### config.mk
export PLATFORM = sky130hd
export DESIGN_NAME = qam16_framer
export DESIGN_NICKNAME = d
export VERILOG_FILES = /design/src/rtl/qam16_pkg.sv /design/src/rtl/qam16_framer_sym_out_reg.sv /design/src/rtl/qam16_framer.sv
export SDC_FILE = /design/constraint.sdc
export NUM_CORES = 1
export LEC_CHECK = 0
export CORE_MARGIN = 5
export CORE_UTILIZATION = 60
export CTS_BUF_LIST = sky130_fd_sc_hd__clkbuf_8
export DETAILED_ROUTE_END_ITERATION = 6
export PLACE_DENSITY_LB_ADDON = 0.2
export SYNTH_ARGS = -nofsm -noshare
export SYNTH_HDL_FRONTEND = slang
export SYNTH_HIERARCHICAL = 1
export SYNTH_SLANG_ARGS = --single-unit
### constraint.sdc
create_clock -name clk -period 7.3 [get_ports clk]
set_clock_uncertainty 0.1 [all_clocks]
set_input_delay 1.46 -clock clk [delete_from_list [all_inputs] [get_ports clk]]
set_output_delay 1.46 -clock clk [all_outputs]
set_load 0.02 [all_outputs]
### src/rtl/qam16_pkg.sv
// Shared QAM16 definitions for the framer, the mapper and the future deframer.
package qam16_pkg;

  localparam int SYM_W = 4;

  // Preamble corner points: -3-3j and +3+3j on the mapper's constellation.
  localparam logic [SYM_W-1:0] PRE_SYM_A = 4'b0000;
  localparam logic [SYM_W-1:0] PRE_SYM_B = 4'b1111;

  // Framer state encoding; fixed values keep older code that uses the raw codes working.
  localparam logic [1:0] ST_IDLE = 2'd0;
  localparam logic [1:0] ST_PRE  = 2'd1;
  localparam logic [1:0] ST_HI   = 2'd2;
  localparam logic [1:0] ST_LO   = 2'd3;

  typedef enum logic [1:0] {
    IDLE = ST_IDLE,
    PRE  = ST_PRE,
    HI   = ST_HI,
    LO   = ST_LO
  } state_e;

endpackage

### src/rtl/qam16_framer_sym_out_reg.sv
// One-entry valid/ready output register. Holds its symbol while stalled and
// reports whether it can take a new one this cycle.
module sym_out_reg
  import qam16_pkg::*;
(
  input  logic             clk,
  input  logic             rst,
  input  logic             load,
  input  logic [SYM_W-1:0] load_sym,
  input  logic             load_last,
  input  logic             m_ready,
  output logic             free,
  output logic [SYM_W-1:0] m_sym,
  output logic             m_valid,
  output logic             m_last
);

  assign free = !m_valid || m_ready;

  // Load into a free slot, drain on accept, otherwise hold everything stable.
  always_ff @(posedge clk or posedge rst) begin
    if (rst) begin
      m_valid <= 1'b0;
      m_sym   <= '0;
      m_last  <= 1'b0;
    end else if (load) begin
      m_valid <= 1'b1;
      m_sym   <= load_sym;
      m_last  <= load_last;
    end else if (m_ready) begin
      m_valid <= 1'b0;
    end
  end

endmodule

### src/rtl/qam16_framer.sv
// QAM16 framer: prepends an alternating corner-point preamble to a payload and
// splits each byte into two symbols, high nibble first.
//
// state | meaning
// IDLE  | no frame; waiting for start
// PRE   | emitting preamble symbols
// HI    | waiting for a payload byte, emits its high nibble
// LO    | emits the stored low nibble of the current byte
module qam16_framer
  import qam16_pkg::*;
#(
  parameter int PREAMBLE_LEN = 8,
  parameter int LEN_W        = 8
) (
  input  logic             clk,
  input  logic             rst,
  input  logic             start,
  input  logic [LEN_W-1:0] frame_len,
  input  logic [7:0]       s_data,
  input  logic             s_valid,
  output logic             s_ready,
  output logic [SYM_W-1:0] m_sym,
  output logic             m_valid,
  input  logic             m_ready,
  output logic             m_last,
  output logic             busy
);

  localparam logic [7:0] PRE_LAST = 8'(PREAMBLE_LEN - 1);

  state_e           state, state_d;
  logic [LEN_W-1:0] rem_bytes, rem_d;
  logic [7:0]       pre_cnt, pre_d;
  logic [3:0]       lo_nib, nib_d;

  logic             slot_free;
  logic             load;
  logic [SYM_W-1:0] ld_sym;
  logic             ld_last;

  // A preamble step can come from IDLE (first symbol right on start) or from PRE.
  logic             pre_go;
  logic [7:0]       pre_idx;
  logic [LEN_W-1:0] pre_rem;

  assign busy = (state != IDLE);

  // Next-state and symbol selection; the first preamble symbol loads on the start
  // cycle itself when the slot is free, otherwise PRE picks it up once it frees.
  always_comb begin
    state_d = state;
    rem_d   = rem_bytes;
    pre_d   = pre_cnt;
    nib_d   = lo_nib;
    load    = 1'b0;
    ld_sym  = PRE_SYM_A;
    ld_last = 1'b0;
    s_ready = 1'b0;
    pre_go  = 1'b0;
    pre_idx = pre_cnt;
    pre_rem = rem_bytes;

    case (state)
      IDLE: begin
        if (start) begin
          state_d = PRE;
          rem_d   = frame_len;
          pre_d   = '0;
          pre_go  = slot_free;
          pre_idx = '0;
          pre_rem = frame_len;
        end
      end
      PRE: begin
        pre_go = slot_free;
      end
      HI: begin
        s_ready = slot_free;
        if (s_valid && slot_free) begin
          load    = 1'b1;
          ld_sym  = s_data[7:4];
          nib_d   = s_data[3:0];
          state_d = LO;
        end
      end
      LO: begin
        if (slot_free) begin
          load    = 1'b1;
          ld_sym  = lo_nib;
          ld_last = (rem_bytes == LEN_W'(1));
          if (rem_bytes != '0) rem_d = rem_bytes - LEN_W'(1);
          state_d = (rem_bytes > LEN_W'(1)) ? HI : IDLE;
        end
      end
      default: state_d = IDLE;
    endcase

    if (pre_go) begin
      load   = 1'b1;
      ld_sym = pre_idx[0] ? PRE_SYM_B : PRE_SYM_A;
      pre_d  = pre_idx + 8'd1;
      if (pre_idx == PRE_LAST) begin
        ld_last = (pre_rem == '0);
        state_d = (pre_rem == '0) ? IDLE : HI;
      end else begin
        state_d = PRE;
      end
    end
  end

  // Control state; reset drops any frame in flight, including a half-sent byte.
  always_ff @(posedge clk or posedge rst) begin
    if (rst) begin
      state     <= IDLE;
      rem_bytes <= '0;
      pre_cnt   <= '0;
      lo_nib    <= '0;
    end else begin
      state     <= state_d;
      rem_bytes <= rem_d;
      pre_cnt   <= pre_d;
      lo_nib    <= nib_d;
    end
  end

  sym_out_reg u_out (
    .clk       (clk),
    .rst       (rst),
    .load      (load),
    .load_sym  (ld_sym),
    .load_last (ld_last),
    .m_ready   (m_ready),
    .free      (slot_free),
    .m_sym     (m_sym),
    .m_valid   (m_valid),
    .m_last    (m_last)
  );

endmodule

Word-level counts from Yosys, hierarchy flattened
Index checks and enable logic that the tools add are counted.

word-level totals
  register bits = 28
  output and inout port bits = 8
  logic and storage cells = 67
  input port bits = 21

operators by class
  mux-type cells = 34
  equality and inequality tests = 10
  $add $sub $neg = 2
  reduce and logical (&&, ||, !) cells = 13
  $lt $le $gt $ge = 1

operators with widths
  kind                                                                             count
  8-bit 2-to-1 mux                                                                 7
  4-bit 2-to-1 mux                                                                 4
  8-bit case mux with 2 select lines                                               1
  2-bit 2-to-1 mux                                                                 7
  1-bit 2-to-1 mux                                                                 11
  3-bit != test, second input constant                                             3
  8-bit by 1-bit adder with 8-bit output, second input constant                    1
  8-bit by 1-bit equality test with 1-bit output, second input constant            1
  8-bit by 3-bit equality test with 1-bit output, second input constant            1
  8-bit by 1-bit greater-than comparator with 1-bit output, second input constant  1
  8-bit zero test                                                                  1
  4-bit case mux with 2 select lines                                               1
  8-bit nonzero test                                                               1
  8-bit by 1-bit subtractor with 8-bit output, second input constant               1
  2-bit case mux with 3 select lines                                               1
  2-bit nonzero test                                                               3
  2-bit equality test, second input constant                                       2
  2-bit != test, second input constant                                             2
  1-bit case mux with 2 select lines                                               2
  4-bit AND reduction                                                              1
  4-bit nonzero test                                                               1
  3-bit AND reduction                                                              1
  2-bit by 1-bit equality test with 1-bit output, second input constant            1
  2-bit zero test                                                                  1
  4 further kinds                                                                  4

Longest topological paths before layout
Gate-level depths: netlist (run 1).

  depth after elaboration = 7
  mapped depth = 10
  gate-level depth less buffers = 10

Modules after synthesis
Netlist (run 1), hierarchy kept.

by module, submodules not included
  module        seq. area each (um^2)  area each (um^2)  times used  cells an instance
  qam16_framer  550.5                  1,567.8           1           174
  sym_out_reg   150.1                  255.2             1           15

Worst setup path after synthesis (run 1)
OpenSTA, ideal clock, no wires.

  path kind = input -> output
  from = input port m_ready
  to = output port s_ready
  slack = 3.780 ns
  stages on the path = 3
  data required time = 5.740 ns
  data arrival time = 1.960 ns
  buffers on the path = 1
  cell sequence = nand2b_1 -> clkbuf_2 -> and2_1

between the ends
  longest elaborated chain between the ends = 2

RTL lines
  item              RTL line                        text
  start, declared   qam16_framer.sv:24              input logic m_ready,
  1-bit logical OR  qam16_framer_sym_out_reg.sv:18  assign free = !m_valid || m_ready;
  1-bit 2-to-1 mux  qam16_framer.sv:63              case (state)
  end, declared     qam16_framer.sv:21              output logic s_ready,

Every way passes these cells.

Worst setup path after layout (run 1)
  from = input port m_ready
  to = output port s_ready

between the ends
  longest elaborated chain between the ends = 2

RTL lines
  item                 RTL line                        text
  1-bit logical OR     qam16_framer_sym_out_reg.sv:18
  named net slot_free  qam16_framer.sv:36              logic slot_free;
  1-bit 2-to-1 mux     qam16_framer.sv:63

The timed path passes the listed nets, and every way through them passes these cells.

==> impl_metrics.json, run 1 <==
{
  "dp.cells": 241,
  "clk_pin_slew_worst_paths_ns": 0.09,
  "syn_nets": 219,
  "ys_ff_latch": 28,
  "synth_area_leaders": "dfrtp_1, ha_1, mux2_4",
  "finalNonFillerCells": 245,
  "netlist_area_um2": 1820,
  "end_kind": "output port",
  "hold_class": "flop to flop",
  "min_period_ns": 4.59,
  "core-area_um2": 2980,
  "tightest_slew_ns": 0.881,
  "grt_pass1_wl_um": 7000,
  "ys_types": 52,
  "initial_core_util_pct": 61.2,
  "die_h_um": 65.1,
  "p_per_area_nw_per_um2": 372,
  "synth_top_cell_area_share_pct": 38.4,
  "cp_max_fo": 12,
  "worstPathArrival_ns": 3.03,
  "syn_inst": 189,
  "nFillCells": 225,
  "wl_per_cell_um": 16.9,
  "area_growth_pct": 17.6,
  "dieArea_um2": 4240,
  "peakVddDrop_v": 0.000257,
  "cts.sink_count": 28,
  "htreeDepth": 1,
  "finalHoldViolCount": 0,
  "slew_headroom_pct": 41.2,
  "fmax_mhz": 218,
  "synth.avg_cell_area_um2": 9.65,
  "crit_type": "input pin to output port",
  "detailed_place_hpwl_um": 3200,
  "cp.required_ns": 5.74,
  "ys_seq_area_share_pct": 38.4,
  "root_buffer": "clkbuf_8",
  "drt-total-wl_um": 4130,
  "grt_max_degree": 23,
  "drive_gt1_share_pct": 11.8,
  "drtAntennaViolNets": 0,
  "layout.nets": 243,
  "leakagePower_uw": 0.000924,
  "gp_congestion": 0.995,
  "finalSetupViolCount": 0,
  "n_antenna_cell": 0,
  "drc": 0,
  "fin_tns_setup_ns": 0,
  "ys_async_sr_fraction_pct": 100,
  "clkLatencyLatePin_ns": 0.27,
  "overflow": 0,
  "grt_pass1_vias": 1584,
  "num_io_pins": 29,
  "cap_violations": 0,
  "synth.yosys.warnings": 6,
  "track_usage_pct": 21.0,
  "slew_viol_final": 0,
  "rsz0062_at_grt": "no",
  "postCtsSetupBuffers": 0,
  "antenna_found_initial": 0,
  "post_cts_resized": 0,
  "num_vias": 1509,
  "fp.dieW_um": 65.1,
  "drt-vias-per-instance": 6.16,
  "min_period_over_period_pct": 62.9,
  "synth_top_area_cell": "dfrtp_1",
  "firstDrtPassIters": 4,
  "clk_path_buf_depth": 2,
  "fp-row-count": 20,
  "cts_tree": "yes",
  "status": "completed",
  "cp-start-kind": "input pin",
  "hold_buffers": 0,
  "cts_made_buffers": 3,
  "first_iter_violations": 169,
  "port_buffers": 28,
  "synth_edf_count": 0,
  "synth_top_flop_cell": "dfrtp_1"
}
==> sequential cells by signal, summed over array words and instances (netlist names) <==
signal,flops
pre_cnt,8
rem_bytes,8
lo_nib,4
u_out/m_sym,4
state,2
u_out/m_last,1
u_out/m_valid,1
==> through the flow <==
stage	total power (uW)	cell area, um2	hold slack [ns]	setup WS (ns)	utilization [%]
after floorplan	597	1820	0.351	3.78	-
after global placement	683	2090	0.372	2.74	70.1
after detailed placement	702	2090	0.398	2.73	70.1
after CTS	799	2140	0.412	2.71	72.0
after global routing	860	2140	0.428	2.63	72.0
final	797	2140	0.414	2.71	72.0
==> worst paths after layout <==
kind / end / from / cells past startpoint / slack (ns)
max: s_ready / m_ready / 4 / 2.71
min: rem_bytes[4] / rem_bytes[4] / 1 / 0.41
max reg2reg: u_out/m_last / state[1] / 10 / 4.33
min reg2reg: rem_bytes[4] / rem_bytes[4] / 1 / 0.41
max in group asynchronous: state[0] / rst / 2 / 4.96
min in group asynchronous: u_out/m_sym[2] / rst / 2 / 1.32
==> per-layer routing <==
metal,up-vias,GRT usage (%),routed length (um),part of all wire [%]
li1,735,-,-,-
met5,-,0,0,0
met4,0,5.44,41,0.99
met2,36,38.3,2190,53
met3,8,3.08,133,3.2
met1,730,25.7,1760,43
==> report_power, final <==
part / leakage (uW) / switching (uW) / internal, uW / total [uW]
Sequential: 0.000350 / 57.0 / 213 / 270
Combinational: 0.000545 / 234 / 197 / 431
Clock: 0.0000288 / 47.8 / 48.3 / 96.1
==> Yosys cell counts (all sizes together) (3+ instances only) <==
master and instances:
dfrtp 28, o21ai 15, nand2 14, nor2 13, mux2 10, ha 9, a21oi 7, clkbuf 7
inv 7, or3 7, and2 6, nand2b 6, a22oi 5, nand3 5, nor3 5, and3 4
o31ai 3, xor2 3
==> placed cells by master (no fill, tap or decap), drive strengths merged, types with 2 or more instances in the layout <==
cell           instances
a31oi                  2
nand2                 14
a211oi                 2
o22a                   2
a21o                   2
or4                    2
xor2                   3
a22oi                  5
o2bb2ai                2
a311oi                 2
o21ai                 15
nand4                  2
clkdlybuf4s50         28
ha                     9
o31ai                  3
mux2i                  2
clkbuf                 4
mux2                  10
nor3                   5
o22ai                  2
nor2                  13
xnor2                  2
or3                    7
nand3                  5
inv                    7
dfrtp                 28
and2                   6
a21oi                  7
nand2b                 6
and3                   4
or2b                   2
==> logic make-up (layout without fill, tap and decap cells) <==
group | count (synthesis) | count (layout) | synth area share [%]
compound gates | 49 | 49 | 19.3
xor+xnor | 5 | 5 | 2.40
fa+ha+maj | 9 | 9 | 6.18
buf+inv | 16 | 39 | 4.53
flops | 28 | 28 | 38.4
mux | 12 | 12 | 8.30
simple gates | 70 | 70 | 20.9
==> worst max-delay path, stage by stage <==
cell	delay, ns
clkdlybuf4s50_1	0.45
nand2b_1	0.33
and2_1	0.19
clkdlybuf4s50_1	0.60
==> final cells by class <==
class	instances	area [um2]	area share, %
sequential	28	701	32.7
timing repair buffer	28	280	13.1
clock buffer	4	55.1	2.57
multi-input combinational	145	1040	48.5
inverter	7	26.3	1.23
tap	33	41.3	1.93
(Power assumes the default switching activity.)
==> run 2: changes to the inputs <==
CORE_UTILIZATION = 50   (was 60)
clock period = 3.8 ns   (was 7.3 ns; I/O delays follow)
==> run 2 against run 1 <==
  * Final cell count increased by 6.9%
  * Global-route usage decreased by 1.9 points
  * Die area increased by 17%
  * Via count increased by 1.7%
  * First-iteration DRC count decreased by 24%
  * Sequential power increased by 94%
  * Non-clock buffer count increased by 2
  * Routed wire length increased by 7.4%
  * Design area increased by 1.6%
  * Core utilization decreased by 12 points
  * Sequential share of layout area decreased by 0.51 points
  * Worst hold slack got worse by 0.012 ns
  * Largest power group unchanged
==> impl_metrics.json, run 2 (synthesis gave the netlist of run 1 again) <==
{
  "reg2reg_from": "state[1]",
  "dieArea_um2": 4950,
  "clk_pin_slew_worst_paths_ns": 0.09,
  "grt_max_degree": 23,
  "biggestRegsByFlops": "pre_cnt (8), rem_bytes (8)",
  "finalHoldViolCount": 0,
  "rsz0062_at_grt": "no",
  "p_per_area_nw_per_um2": 714,
  "place_area_um2": 2120,
  "n_antenna_cell": 0,
  "r2r_setup_slack_ns": 0.93,
  "grt_pass1_wl_um": 7670,
  "cp.required_ns": 2.94,
  "layout.nets": 245,
  "drive_gt1_share_pct": 12.6,
  "drt-vias-per-instance": 5.85,
  "antenna_found_initial": 0,
  "cp.buffers_inverters": 2,
  "cp_max_fo": 6,
  "fp.dieW_um": 70.4,
  "min_period_ns": 3.07,
  "num_vias": 1534,
  "r2r_cells": 10,
  "seq_area_um2": 701,
  "detailed_place_hpwl_um": 3460,
  "cp-start-kind": "input pin",
  "cts_tree": "yes",
  "leakagePower_uw": 0.000934,
  "hold_class": "flop to flop",
  "hold_buffers": 0,
  "gp_congestion": 0.933,
  "overflow": 0,
  "num_io_pins": 29,
  "holdCritStartpoint": "rem_bytes[4]",
  "die_h_um": 70.4,
  "initial_core_util_pct": 50.6,
  "core-area_um2": 3610,
  "track_usage_pct": 19.1,
  "htreeDepth": 1,
  "post_cts_resized": 0,
  "final_area_um2": 2180,
  "slew_headroom_pct": 40.5,
  "drt-total-wl_um": 4440,
  "drc": 0,
  "firstDrtPassIters": 4,
  "postCtsSetupBuffers": 0,
  "cts.sink_count": 28,
  "max_stage_delay_ns": 0.60,
  "status": "completed",
  "wl_per_cell_um": 16.9,
  "clk_path_buf_depth": 2,
  "min_period_over_period_pct": 80.7,
  "nFillCells": 319,
  "area_growth_pct": 19.4,
  "slew_viol_final": 0,
  "cts_made_buffers": 3,
  "r2r-end": "u_out/m_last",
  "tightest_slew_ns": 0.891,
  "cp_common_cell": "clkdlybuf4s50_1",
  "drtAntennaViolNets": 0,
  "hold_path_depth": 1,
  "cap_violations": 0,
  "grt_pass1_vias": 1616,
  "port_buffers": 28,
  "fp-row-count": 22,
  "end_kind": "output port",
  "worstPathArrival_ns": 2.21,
  "peakVddDrop_v": 0.000329,
  "clkLatencyLatePin_ns": 0.27,
  "fin_tns_setup_ns": 0,
  "root_buffer": "clkbuf_8",
  "finalSetupViolCount": 0,
  "crit_type": "input pin to output port",
  "first_iter_violations": 129,
  "multiInputGateArea_um2": 1040,
  "crit_chain": "clkdlybuf4s50_1 > nand2b_1 > and2_1 > clkdlybuf4s50_1",
  "cp_top_family": "buffers and inverters",
  "holdPathEnd": "rem_bytes[4]",
  "fmax_mhz": 326,
  "crit_slowest_cell": "clkdlybuf4s50_1",
  "final_cell_mix": "clkdlybuf4s50_1, dfrtp_1, nand2_1"
}
-- run 2: cell count changes in the layout (fill, tap and decap cells not counted), sizes merged --
cell and change:
buf +2
-- run 2: worst max path at each step --
stage / start / to / slack, ns / cells after the start
global route: start / u_out/m_last / 0.68 / 9
global placement: start / u_out/m_last / 0.62 / 9
floorplan: start / u_out/m_last / 1.19 / 8
finish: m_ready / s_ready / 0.73 / 4
CTS: m_ready / s_ready / 0.72 / 4
detailed placement: start / u_out/m_last / 0.54 / 9
-- run 2: metal layers --
layer	track usage [%]	part of all wire (%)	up-vias
met5	0	0	-
met4	4.68	1.0	0
met3	4.03	4.4	6
met2	32.6	50	41
met1	24.3	45	746
li1	-	-	741
-- run 2: stage by stage --
step / power (uW) / util (%) / setup slack [ns] / cells / hold slack, ns
floorplan: 1150 / - / 1.19 / 189 / 0.351
global placement: 1330 / 58.8 / 0.622 / 258 / 0.378
detailed placement: 1370 / 58.8 / 0.535 / 258 / 0.389
CTS: 1550 / 60.4 / 0.716 / 262 / 0.402
global route: 1690 / 60.4 / 0.676 / 262 / 0.435
finish: 1550 / 60.4 / 0.734 / 262 / 0.402
-- run 2: layout make-up --
cell class / count / share of cell area (%)
multi-input combinational: 145 / 47.8
clock buffer: 4 / 2.53
tap: 48 / 2.76
timing repair buffer: 30 / 13.6
sequential: 28 / 32.2
inverter: 7 / 1.21
-- run 2: where the power goes --
part	switching (uW)	leakage, uW	internal (uW)
clock network	92.0	0.0000288	92.7
logic	464	0.000555	383
registers	113	0.000350	410
total	669	0.000934	885
